### config.mk
export PLATFORM = sky130hd
export DESIGN_NAME = sa_row_serializer_flat
export DESIGN_NICKNAME = d
export VERILOG_FILES = /design/src/rtl/sa_row_serializer_if.sv /design/src/rtl/sa_row_serializer.sv /design/src/flat_wrapper.sv
export SDC_FILE = /design/constraint.sdc
export NUM_CORES = 1
export LEC_CHECK = 0
export CAP_MARGIN = 20
export CORE_ASPECT_RATIO = 1.2
export CORE_MARGIN = 2
export CORE_UTILIZATION = 53
export CTS_BUF_LIST = sky130_fd_sc_hd__clkbuf_8 sky130_fd_sc_hd__clkbuf_16
export DETAILED_ROUTE_END_ITERATION = 8
export MAX_ROUTING_LAYER = met4
export PLACE_DENSITY = 0.82
export SLEW_MARGIN = 20
export SYNTH_ARGS = -nofsm -noshare
export SYNTH_HDL_FRONTEND = slang
export SYNTH_SLANG_ARGS = --single-unit
### constraint.sdc
create_clock -name clk -period 9.2 [get_ports clk]
set_input_delay 1.84 -clock clk [delete_from_list [all_inputs] [get_ports clk]]
set_output_delay 1.84 -clock clk [all_outputs]
set_load 0.05 [all_outputs]
### src/rtl/sa_row_serializer_if.sv
// sa_row_serializer_if: row-input and FIFO-write signal bundle for sa_row_serializer.
//   in_valid   row available on in_data (from producer)
//   in_ready   row accepted when in_valid && in_ready (from serializer, combinational)
//   in_data    NUM_COL words; column c at [c*DATA_W +: DATA_W]
//   fifo_full  FIFO cannot take a write this cycle
//   fifo_wr_en FIFO write strobe (from serializer, combinational)
//   fifo_addr  address tag of the current word
//   fifo_data  current word
// master: the serializer side. slave: producer/FIFO side.
interface sa_row_serializer_if #(
  parameter int unsigned NUM_COL = 4,
  parameter int unsigned DATA_W  = 16,
  parameter int unsigned ADDR_W  = 8
);
  logic                        in_valid;
  logic                        in_ready;
  logic [NUM_COL*DATA_W-1:0]   in_data;
  logic                        fifo_full;
  logic                        fifo_wr_en;
  logic [ADDR_W-1:0]           fifo_addr;
  logic [DATA_W-1:0]           fifo_data;

  modport master (
    input  in_valid, in_data, fifo_full,
    output in_ready, fifo_wr_en, fifo_addr, fifo_data
  );

  modport slave (
    output in_valid, in_data, fifo_full,
    input  in_ready, fifo_wr_en, fifo_addr, fifo_data
  );
endinterface

### src/rtl/sa_row_serializer.sv
// sa_row_serializer: captures one systolic-array row (NUM_COL words) and
// writes it to the output FIFO one word per cycle, tagging each word with an
// incrementing address. Stalls on fifo_full without dropping words.
// Ports:
//   clk        clock, all state on posedge
//   rst        asynchronous reset, active-high
//   start      pulse: load base_addr into the address counter, clear row_cnt
//   base_addr  address of column 0 of the first row after start
//   bus        sa_row_serializer_if.master (row input handshake + FIFO write side)
//   busy       a row is being serialized
//   row_cnt    rows fully written since start/reset (wraps at 2**16)
module sa_row_serializer #(
  parameter int unsigned NUM_COL = 4,
  parameter int unsigned DATA_W  = 16,
  parameter int unsigned ADDR_W  = 8
) (
  input  logic                   clk,
  input  logic                   rst,
  input  logic                   start,
  input  logic [ADDR_W-1:0]      base_addr,
  sa_row_serializer_if.master    bus,
  output logic                   busy,
  output logic [15:0]            row_cnt
);

  localparam int unsigned CIDX_W = (NUM_COL > 1) ? $clog2(NUM_COL) : 1;
  localparam int unsigned CNT_W  = 16;

  typedef enum logic {IDLE, DRAIN} state_t;

  state_t              state;
  state_t              state_next;
  logic [DATA_W-1:0]   row_buf [NUM_COL];
  logic [CIDX_W-1:0]   col_idx;
  logic [ADDR_W-1:0]   row_addr;
  logic [ADDR_W-1:0]   cur_addr;
  logic                in_ready_c;
  logic                wr_en_c;
  logic                accept;
  logic                take;
  logic                last_col;

  assign last_col = (col_idx == CIDX_W'(NUM_COL - 1));

  // State register
  always_ff @(posedge clk or posedge rst) begin
    if (rst) state <= IDLE;
    else     state <= state_next;
  end

  // Next state and handshake strobes; start in IDLE blocks acceptance that cycle
  always_comb begin
    state_next = state;
    in_ready_c = 1'b0;
    wr_en_c    = 1'b0;
    busy       = 1'b0;
    accept     = 1'b0;
    take       = 1'b0;
    case (state)
      IDLE: begin
        in_ready_c = !start;
        accept     = bus.in_valid && !start;
        if (accept) state_next = DRAIN;
      end
      DRAIN: begin
        busy    = 1'b1;
        wr_en_c = !bus.fifo_full;
        take    = !bus.fifo_full;
        if (take && last_col) state_next = IDLE;
      end
      default: state_next = IDLE;
    endcase
  end

  // Row buffer, column index, address counters and completed-row count
  always_ff @(posedge clk or posedge rst) begin
    if (rst) begin
      for (int c = 0; c < int'(NUM_COL); c++) row_buf[c] <= '0;
      col_idx  <= '0;
      row_addr <= '0;
      cur_addr <= '0;
      row_cnt  <= '0;
    end else begin
      if (state == IDLE && start) begin
        cur_addr <= base_addr;
        row_cnt  <= '0;
      end
      if (accept) begin
        for (int c = 0; c < int'(NUM_COL); c++)
          row_buf[c] <= bus.in_data[c*DATA_W +: DATA_W];
        row_addr <= cur_addr;
        cur_addr <= cur_addr + ADDR_W'(NUM_COL);
        col_idx  <= '0;
      end
      if (take) begin
        if (last_col) begin
          col_idx <= '0;
          row_cnt <= row_cnt + CNT_W'(1);
        end else begin
          col_idx <= col_idx + CIDX_W'(1);
        end
      end
    end
  end

  // Word view is held while stalled because col_idx only advances on a taken write
  assign bus.in_ready   = in_ready_c;
  assign bus.fifo_wr_en = wr_en_c;
  assign bus.fifo_data  = row_buf[col_idx];
  assign bus.fifo_addr  = row_addr + ADDR_W'(col_idx);

endmodule

### src/flat_wrapper.sv
// flat-port wrapper written by rule: the top's interface ports become plain ports
module sa_row_serializer_flat 
#(
  parameter int unsigned NUM_COL = 4,
  parameter int unsigned DATA_W  = 16,
  parameter int unsigned ADDR_W  = 8
)
  (clk, rst, start, base_addr, busy, row_cnt, bus_in_valid, bus_in_data, bus_fifo_full, bus_in_ready, bus_fifo_wr_en, bus_fifo_addr, bus_fifo_data);
  sa_row_serializer_if #(.NUM_COL(NUM_COL), .DATA_W(DATA_W), .ADDR_W(ADDR_W)) bus_i ();
  input  logic clk;
  input  logic rst;
  input  logic start;
  input  logic [ADDR_W-1:0] base_addr;
  output logic busy;
  output logic [15:0] row_cnt;
  input wire logic [$bits(bus_i.in_valid)-1:0] bus_in_valid;
  input wire logic [$bits(bus_i.in_data)-1:0] bus_in_data;
  input wire logic [$bits(bus_i.fifo_full)-1:0] bus_fifo_full;
  output wire logic [$bits(bus_i.in_ready)-1:0] bus_in_ready;
  output wire logic [$bits(bus_i.fifo_wr_en)-1:0] bus_fifo_wr_en;
  output wire logic [$bits(bus_i.fifo_addr)-1:0] bus_fifo_addr;
  output wire logic [$bits(bus_i.fifo_data)-1:0] bus_fifo_data;
  assign bus_i.in_valid = bus_in_valid;
  assign bus_i.in_data = bus_in_data;
  assign bus_i.fifo_full = bus_fifo_full;
  assign bus_in_ready = bus_i.in_ready;
  assign bus_fifo_wr_en = bus_i.fifo_wr_en;
  assign bus_fifo_addr = bus_i.fifo_addr;
  assign bus_fifo_data = bus_i.fifo_data;
  sa_row_serializer #(.NUM_COL(NUM_COL), .DATA_W(DATA_W), .ADDR_W(ADDR_W)) u_core (.clk(clk), .rst(rst), .start(start), .base_addr(base_addr), .bus(bus_i), .busy(busy), .row_cnt(row_cnt));
endmodule
Word-level counts from Yosys, hierarchy flattened

Index checks and enable logic that the tools add are counted.

Muxes and demuxes: 18
Reductions and logical operators: 7
Bitwise logic cells: 2
Order comparisons: 1
Add/subtract/negate cells: 4
Equality and inequality tests: 1

Operators by type and width:

| kind                  | count |
|---|---|
| $mux 16               | 5 |
| $bmux 16 s2           | 1 |
| $add 16x1->16 const B | 1 |
| $mux 8                | 2 |
| $add 8x2->8           | 1 |
| $add 8x3->8 const B   | 1 |
| $mux 1                | 6 |
| $mux 2                | 3 |
| $reduce_bool 2->1     | 2 |
| $ge 3x3->1 const B    | 1 |
| $logic_and 1x1->1     | 3 |
| $not 2->3             | 1 |
| $add 2x1->2 const B   | 1 |
| $eq 2x2->1 const B    | 1 |
| $logic_not 1->1       | 2 |
| $pmux 1 s2            | 1 |
| $not 1->1             | 1 |

Word-level logic and storage cells: 42
Flip-flop bits (word level): 99
Input port bits: 77

Logic depth before layout (Yosys ltp)

Gate-level depths: netlist of run 1.

Depth after elaboration: 5
Gate-level depth with buffers: 7
Depth with buffers taken out: 6

Worst setup path before layout of run 1

Ideal clock, no wire load.

Path type: flip-flop to output port
Start: register u_core.col_idx[1]
End: output port bus_fifo_addr[6]
Slack: 4.726 ns
Arrival: 2.634 ns
Stages on the path, launching flop included: 8
Path buffers: 2
Path through: dfrtp_1 clkbuf_1 clkbuf_1 inv_1 fa_1 nor2b_1 nand4_1 xnor2_1

Word-level cells in the longest chain between the ends: 1

RTL lines:

| element                | RTL line                 | text |
|---|---|---|
| start, declared        | sa_row_serializer.sv:34  | `logic [CIDX_W-1:0] col_idx;` |
| start signal, assigned | sa_row_serializer.sv:100 | `col_idx <= col_idx + CIDX_W'(1);` |
| $add 8x2->8            | sa_row_serializer.sv:110 | `assign bus.fifo_addr = row_addr + ADDR_W'(col_idx);` |
| end, declared          | flat_wrapper.sv:21       | `output wire logic [$bits(bus_i.fifo_addr)-1:0] bus_fifo_addr;` |

Every way passes these cells.

Worst setup path in the final report of run 1

Start: input port bus_fifo_full
End: output port bus_fifo_wr_en

Word-level cells in the longest chain between the ends: 2

RTL lines:

| element         | RTL line                | text |
|---|---|---|
| start, declared | flat_wrapper.sv:18      | `input wire logic [$bits(bus_i.fifo_full)-1:0] bus_fifo_full;` |
| $logic_not 1->1 | sa_row_serializer.sv:67 | `wr_en_c = !bus.fifo_full;` |
| $mux 1          | sa_row_serializer.sv:59 | `case (state)` |
| end, declared   | flat_wrapper.sv:20      | `output wire logic [$bits(bus_i.fifo_wr_en)-1:0] bus_fifo_wr_en;` |

Every way passes these cells.

==> impl_metrics.json, run 1 <==
{
  "layout.nets": 693,
  "pin_count": 120,
  "final_util_pct": 72.1,
  "async_flop_share_pct": 100,
  "final-seq-area_um2": 2480,
  "drt_first_iter_violations": 232,
  "die_width_um": 89.2,
  "post_dp_cell_area_um2": 5890,
  "synth.largest_area_cell": "dfrtp_1",
  "grt_pass1_wl_um": 17100,
  "drcViolationCount": 0,
  "post-place-ws_ns": 3.71,
  "slew_violations": 0,
  "clkLatencyLatePin_ns": 0.36,
  "vias": 3805,
  "grt_pass1_vias": 3771,
  "period_share_pct": 59.8,
  "gp_congestion": 0.896,
  "dp_hpwl_um": 7320,
  "setup_violations": 0,
  "synthFlopType": "dfrtp_1",
  "overflow": 0,
  "num_antenna_cells": 0,
  "die_height_um": 106,
  "worst_slew_pin_slew_ns": 0.953,
  "ys_ff_latch": 99,
  "clockRootBuffer": "clkbuf_8",
  "routed_wirelength_um": 10500,
  "relSlewSlack_pct": 36.5,
  "synth_cells": 502,
  "arrival_ns": 3.66,
  "ys_types": 39,
  "initial_core_util_pct": 54.2,
  "yosys_warnings": 0,
  "hp-class": "reg -> reg",
  "cts_buffers": 9,
  "post-route-min-period_ns": 5.50,
  "drt.antenna.violating_nets": 0,
  "ys_top_cells_by_area": "dfrtp_1 (54%), nand2_1 (20%), mux4_2 (7.8%)",
  "total_leakage_power_nw": 2.86,
  "dr.pass1.iters": 4,
  "synth_nets": 585,
  "avgSynthCellArea_um2": 9.20,
  "core_area_um2": 8520,
  "synth_top_area_share_pct": 53.6,
  "peakVddDrop_uv": 212,
  "areaGrowthSynthToFinish_pct": 32.9,
  "crit_fanout": 9,
  "pwr_density_cell_nw_per_um2": 332,
  "antenna_found_initial": 0,
  "clockBufferDepth": 2,
  "grt_max_degree": 90,
  "rows": 37,
  "portBuffers": 119,
  "cts.sinks": 99,
  "clkTransAtPathRegs_ns": 0.09,
  "multi_input_area_um2": 2000,
  "timing.hold.ws_ns": 0.477,
  "post_cts_buffers": 0,
  "startpoint_type": "primary input",
  "ys_seq_area_share_pct": 53.6,
  "critPathKind": "in -> out",
  "fillers": 660,
  "final_cell_area_um2": 6140,
  "status": "finished, final reports clean",
  "tns_ns": 0,
  "hold_viol": 0,
  "cap_viol_max_count": 0,
  "viasPerCell": 5.20,
  "clock_skew_ns": 0.00950,
  "drive_gt1_share_pct": 7.15,
  "holdBufCountCts": 0,
  "crit_required_ns": 7.36,
  "endpoint_kind": "primary output",
  "grt_usage_pct": 24.0,
  "die-area_um2": 9480,
  "synth_edf_count": 0,
  "fin_ws_ns": 3.70,
  "rsz0062_at_grt": "no",
  "fmax_mhz": 182,
  "cts_tree": "done",
  "netlist_area_um2": 4620,
  "wl_per_cell_um": 14.4,
  "htree_levels": 3,
  "post_cts_resized": 0
}
[worst paths after layout]
check	from	endpoint	slack (ns)	cells past startpoint
worst max-delay path	bus_fifo_full	bus_fifo_wr_en	3.70	3
worst min-delay path	u_core.row_buf[24]	u_core.row_buf[24]	0.48	2
worst max register to register	u_core.col_idx[1]	u_core.row_cnt[13]	6.37	5
worst min register to register	u_core.row_buf[24]	u_core.row_buf[24]	0.48	2
max in group asynchronous	rst	u_core.row_buf[8]	6.48	3
min in group asynchronous	rst	u_core.row_cnt[11]	1.72	2
[synthesized netlist by cell type, types with 4 or more instances]
cell and n:
mux4_2 16, nor4_1 6, nand3_1 6, inv_1 9, nand4_1 8, nand2_1 240, nor3_1 4, nor2_1 18
o21ai_0 11, dfrtp_1 99, clkbuf_1 19, xnor2_1 10, buf_2 5, ha_1 5, a21oi_1 10, xor2_1 4
[final cells by class]
class | instances | area share (%)
timing repair buffer | 124 | 20.1
inverter | 9 | 0.591
multi-input combinational | 367 | 32.7
sequential | 99 | 40.4
clock inverter | 6 | 1.69
tap | 117 | 2.38
clock buffer | 10 | 2.24
[cell families after synthesis]
| kind of cell | count (synthesis) | synth area share (%) |
|---|---|---|
| fa+ha+maj | 6 | 1.79 |
| simple gates | 300 | 26.9 |
| compound gates | 31 | 4.15 |
| buf+inv | 36 | 3.06 |
| flops | 99 | 53.6 |
| mux | 16 | 7.80 |
| xor+xnor | 14 | 2.65 |
[flip-flops by register name, indices dropped and copies added (netlist names)]
register and cells:
u_core.state 1, u_core.row_buf 64, u_core.cur_addr 8, u_core.col_idx 2, u_core.row_cnt 16, u_core.row_addr 8
[placed cells by master (no fill, tap or decap), types with 5 or more instances in the layout]
master and count:
a21oi_1 10, clkbuf_8 10, clkdlybuf4s50_1 119, dfrtp_1 99, ha_1 5, inv_1 9
mux4_2 16, nand2_1 240, nand3_1 6, nand4_1 8, nor2_1 18, nor4_1 6
o21ai_0 11, xnor2_1 10
[metrics by stage]
step,power [W],instances
after floorplan,0.00141,502
after global placement,0.00169,716
after detailed placement,0.00172,716
after CTS,0.00205,732
after global routing,0.00215,732
final,0.00204,732
[per-layer routing]
layer | GRT usage, % | vias to the layer above | share of wire [%]
li1 | - | 1846 | -
met1 | 30.9 | 1806 | 43
met4 | 7.46 | 0 | 1.3
met2 | 38.8 | 138 | 51
met5 | - | - | 0
met3 | 4.43 | 15 | 5.2
[critical path, cell delays in order]
cell and delay, ns:
clkdlybuf4s50_1 0.45, nor2b_1 0.46, clkdlybuf4s50_1 0.91
[power breakdown]
group | total, W | internal [W] | switching (W)
registers | 0.000730 | 0.000605 | 0.000125
logic | 0.000978 | 0.000384 | 0.000594
clock network | 0.000329 | 0.000186 | 0.000142
Note: power is estimated with default switching activity, not from simulation.
==> run 2: changes to the inputs <==
Settings changed: CORE_UTILIZATION 53 to 49, PLACE_DENSITY 0.82 to 0.76.
Clock period 9.2 ns to 5.58 ns, I/O delays scaled along.
==> run 2 against run 1 <==
Effect of this change: global-route usage is 1.2 points lower; design area fell by 0.43%; combinational power up 69%; wire length up 3.9%; final cell count is 0.55% higher; die area increased by 7.8%; sequential power is 62% higher; setup slack worse by 2.2 ns; via count rose by 0.47%; flip-flop and latch count unchanged; non-clock buffer count rose by 1; largest power group unchanged.
==> impl_metrics.json, run 2 (synthesized netlist as in run 1, its figures left out) <==
{
  "status": "finished, final reports clean",
  "multi_input_area_um2": 2000,
  "overflow": 0,
  "tns_ns": 0,
  "layout.nets": 694,
  "portBuffers": 119,
  "grt_max_degree": 82,
  "post_cts_resized": 0,
  "post-route-min-period_ns": 4.09,
  "rsz0062_at_grt": "no",
  "sw_frac_of_total_pct": 43.3,
  "largest_reg_flops": 64,
  "regMostFlops": "u_core.row_buf",
  "final_cell_mix": "nand2_1 (240), clkdlybuf4s50_1 (119), dfrtp_1 (99)",
  "cts_tree": "done",
  "core_area_um2": 9130,
  "fillers": 760,
  "cts_buffers": 9,
  "final-seq-area_um2": 2480,
  "largest_registers": "u_core.row_buf (64), u_core.row_cnt (16)",
  "areaGrowthSynthToFinish_pct": 32.3,
  "period_share_pct": 73.3,
  "gp_congestion": 0.881,
  "clkPwrFrac_pct": 14.6,
  "crit_required_ns": 4.46,
  "crit_fanout": 9,
  "grt_pass1_vias": 3747,
  "relSlewSlack_pct": 43.7,
  "arrival_ns": 2.97,
  "wl_per_cell_um": 14.9,
  "total_leakage_power_nw": 2.85,
  "critPathKind": "in -> out",
  "antenna_found_initial": 0,
  "setup_violations": 0,
  "endpoint_kind": "primary output",
  "pin_count": 120,
  "htree_levels": 3,
  "die_width_um": 92.6,
  "hp-class": "reg -> reg",
  "clockRootBuffer": "clkbuf_8",
  "dr.pass1.iters": 4,
  "grt_usage_pct": 22.8,
  "pwr_density_cell_nw_per_um2": 543,
  "clock_skew_ns": 0.00665,
  "die-area_um2": 10200,
  "initial_core_util_pct": 50.6,
  "cap_viol_max_count": 0,
  "cts.sinks": 99,
  "viasPerCell": 5.19,
  "clkLatencyLatePin_ns": 0.36,
  "drive_gt1_share_pct": 7.31,
  "combPwrFrac_pct": 49.8,
  "internal_power_w": 0.00188,
  "worst_slew_pin_slew_ns": 0.845,
  "drt_first_iter_violations": 221,
  "clockBufferDepth": 2,
  "vias": 3823,
  "post-place-ws_ns": 1.51,
  "grt_pass1_wl_um": 17600,
  "num_antenna_cells": 0,
  "pwr-share-seq_pct": 35.7,
  "fin_ws_ns": 1.49,
  "holdBufCountCts": 0,
  "die_height_um": 110,
  "rrSetupSlack_ns": 3.08,
  "slew_violations": 0,
  "dp_hpwl_um": 7510,
  "clkTransAtPathRegs_ns": 0.09,
  "drt.antenna.violating_nets": 0,
  "routed_wirelength_um": 10900,
  "netSwitchingPower_w": 0.00144,
  "startpoint_type": "primary input",
  "fmax_mhz": 245,
  "peakVddDrop_uv": 321,
  "hold_viol": 0,
  "post_cts_buffers": 0,
  "rows": 38,
  "drcViolationCount": 0,
  "final_common_cell": "nand2_1"
}
==> run 2: cell types whose count changed in the layout (fill, tap and decap cells not counted), sizes merged <==
cell,previous run,this run
bufinv,3,2
clkinv,2,4
clkbuf,10,9
buf,5,6
==> run 2: metal layers <==
layer	wire length (um)	global-route usage, %
met1	4740	29.6
met2	5400	36.3
met4	235	10.2
met5	0	-
met3	550	3.26
==> run 2: critical path: stages <==
cell	delay [ns]
clkdlybuf4s50_1	0.46
nor2b_1	0.47
clkdlybuf4s50_1	0.92
==> run 2: final timing paths <==
path	startpoint	endpoint	cells after the start
setup / recovery	bus_fifo_full	bus_fifo_wr_en	3
hold / removal	u_core.row_buf[30]	u_core.row_buf[30]	2
setup reg to reg	u_core.col_idx[0]	u_core.row_cnt[11]	6
hold reg to reg	u_core.row_buf[30]	u_core.row_buf[30]	2
max in group asynchronous	rst	u_core.row_buf[38]	3
min in group asynchronous	rst	u_core.row_buf[47]	2
==> run 2: final cells by class <==
| class | count | share of cell area, % |
|---|---|---|
| clock inverters | 7 | 1.37 |
| multi-input cells | 367 | 32.8 |
| well taps | 120 | 2.46 |
| clock buffers | 9 | 2.03 |
| inverters | 9 | 0.594 |
| flip-flops and latches | 99 | 40.5 |
| repair buffers | 125 | 20.2 |
==> run 2: stage by stage <==
step	hold WS (ns)	power (W)	std cells	area [um2]	util [%]
6_report	0.474	0.00332	736	6110	67.0
5_1_grt	0.501	0.00352	736	6110	67.0
4_1_cts	0.482	0.00335	736	6110	67.0
3_5_place_dp	0.461	0.00285	720	5900	64.7
3_3_place_gp	0.452	0.00280	720	5900	64.7
2_1_floorplan	0.439	0.00232	502	4620	-
==> run 2: power by group through the flow <==
| stage | clock (W) | sequential [W] | combinational, W |
|---|---|---|---|
| after detailed placement | 0 | 0.00120 | 0.00166 |
| after floorplan | 0 | 0.00116 | 0.00116 |
| final | 0.000484 | 0.00118 | 0.00165 |
| after global routing | 0.000525 | 0.00122 | 0.00177 |
| after CTS | 0.000496 | 0.00118 | 0.00167 |
| after global placement | 0 | 0.00117 | 0.00163 |
==> run 3: changes to the inputs <==
Settings changed: CORE_UTILIZATION 49 to 44, PLACE_DENSITY 0.76 to 0.72.
Clock period 5.58 ns to 3.55 ns, I/O delays scaled along.
==> run 3 against run 2 <==
Effect of this change: register-to-register slack lost 1.9 ns; sequential power grew 60%; design area grew 3.4%; global-route usage shrank 1.6 points; non-clock buffer count grew 4; highest routed layer unchanged.
==> impl_metrics.json, run 3 (synthesized netlist as in run 1, its figures left out) <==
{
  "status": "finished, final reports clean",
  "cts.sinks": 99,
  "vias": 3806,
  "cts_tree": "done",
  "total_power_w": 0.00555,
  "clockRootBuffer": "clkbuf_16",
  "largest_reg_flops": 64,
  "worst_slew_pin_slew_ns": 0.672,
  "areaGrowthSynthToFinish_pct": 36.9,
  "dr.pass1.iters": 4,
  "relSlewSlack_pct": 55.0,
  "gp_congestion": 0.796,
  "clock_skew_ns": 0.00628,
  "core_area_um2": 10100,
  "arrival_ns": 2.39,
  "die-area_um2": 11300,
  "post-route-min-period_ns": 3.10,
  "clkTransAtPathRegs_ns": 0.06,
  "routed_wirelength_um": 11100,
  "drive_gt1_share_pct": 9.37,
  "initial_core_util_pct": 45.7,
  "htree_levels": 3,
  "pin_count": 120,
  "pwr_density_cell_nw_per_um2": 878,
  "period_share_pct": 87.2,
  "critPathKind": "reg -> out",
  "path_cells": "buf_4, ha_1, inv_1, fa_1, nor2b_1, nand4_1, xnor2_1, buf_12",
  "grt_pass1_wl_um": 18600,
  "layout.nets": 698,
  "hold_viol": 0,
  "antenna_found_initial": 0,
  "drt_first_iter_violations": 241,
  "rsz0062_at_grt": "no",
  "post_cts_buffers": 0,
  "rows": 40,
  "num_antenna_cells": 0,
  "final_cell_mix": "nand2_1 (240), clkdlybuf4s50_1 (110), dfrtp_1 (99)",
  "startpoint_type": "register",
  "grt_max_degree": 100,
  "fillers": 864,
  "tns_ns": 0,
  "slew_violations": 0,
  "final_common_cell": "nand2_1",
  "total_leakage_power_nw": 2.94,
  "instances_no_fill": 745,
  "slowest_stage": "fa_1",
  "dp.cells": 730,
  "holdBufCountCts": 0,
  "crit_required_ns": 2.84,
  "dp_hpwl_um": 7920,
  "crit_fanout": 11,
  "drcViolationCount": 0,
  "cts_buffers": 9,
  "grt_pass1_vias": 3851,
  "peakVddDrop_uv": 505,
  "cap_viol_max_count": 0,
  "clockBufferDepth": 2,
  "overflow": 0,
  "viasPerCell": 5.11,
  "die_width_um": 97.5,
  "portBuffers": 119,
  "endpoint_kind": "primary output",
  "largest_registers": "u_core.row_buf (64), u_core.row_cnt (16)",
  "wl_per_cell_um": 14.9,
  "fmax_mhz": 323,
  "drt.antenna.violating_nets": 0,
  "die_height_um": 116,
  "clkLatencyLatePin_ns": 0.34,
  "critPathMaxStageDelay_ns": 0.40,
  "post_cts_resized": 0,
  "setup_violations": 0,
  "hp-class": "reg -> reg",
  "regMostFlops": "u_core.row_buf",
  "grt_usage_pct": 21.2,
  "timing.hold.ws_ns": 0.469
}
-- run 3: cell count changes in the layout (fill, tap and decap cells not counted), sizes merged --
cell | previous run | this run
clkinv | 4 | 3
inv | 10 | 9
buf | 6 | 19
clkbuf | 9 | 12
bufinv | 2 | 0
clkdlybuf4s50 | 119 | 110
-- run 3: per-layer routing --
layer	share of wire [%]	GRT usage [%]	routed length (um)
met2	50	34.5	5610
met5	0	-	0
met1	43	27.7	4800
met4	1.0	6.02	111
met3	5.4	4.07	601
-- run 3: where the power goes --
part	switching [W]	internal [W]
clock network	0.000401	0.000530
registers	0.000313	0.00157
logic	0.00161	0.00112
-- run 3: area by class of cell --
class	count	area [um2]	area share (%)
clock inverter	3	22.5	0.356
clock buffer	12	267	4.22
inverter	9	36.3	0.574
timing repair buffer	129	1360	21.5
tap	126	158	2.49
sequential	99	2480	39.2
multi-input combinational	367	2000	31.7
-- run 3: final timing paths --
path                       slack, ns                from  cells past startpoint                 end
hold / removal                  0.47  u_core.row_buf[27]                      2  u_core.row_buf[27]
setup reg to reg                1.21   u_core.col_idx[1]                      5  u_core.row_cnt[13]
max in group asynchronous       2.31                 rst                      3  u_core.row_buf[23]
setup / recovery                0.45   u_core.col_idx[0]                      8    bus_fifo_addr[6]
min in group asynchronous       0.81                 rst                      3  u_core.row_cnt[14]
hold reg to reg                 0.47  u_core.row_buf[27]                      2  u_core.row_buf[27]
-- run 3: metrics by stage --
step | worst slack [ns] | utilization (%) | area, um2
5_1_grt | 0.267 | 62.5 | 6320
4_1_cts | 0.400 | 62.5 | 6320
3_3_place_gp | 0.749 | 59.7 | 6030
6_report | 0.453 | 62.5 | 6320
2_1_floorplan | 0.206 | - | 4620
3_5_place_dp | 0.733 | 59.7 | 6030
-- run 3: critical path: cells and delay by family, from the launching register on --
kind / cells / cell delay (ns)
xor gates and xnor gates: 1 / 0.27
adders and majority gates: 2 / 0.61
buffers and inverters: 3 / 0.48
DFF: 1 / 0.35
and+or+nand+nor: 2 / 0.34
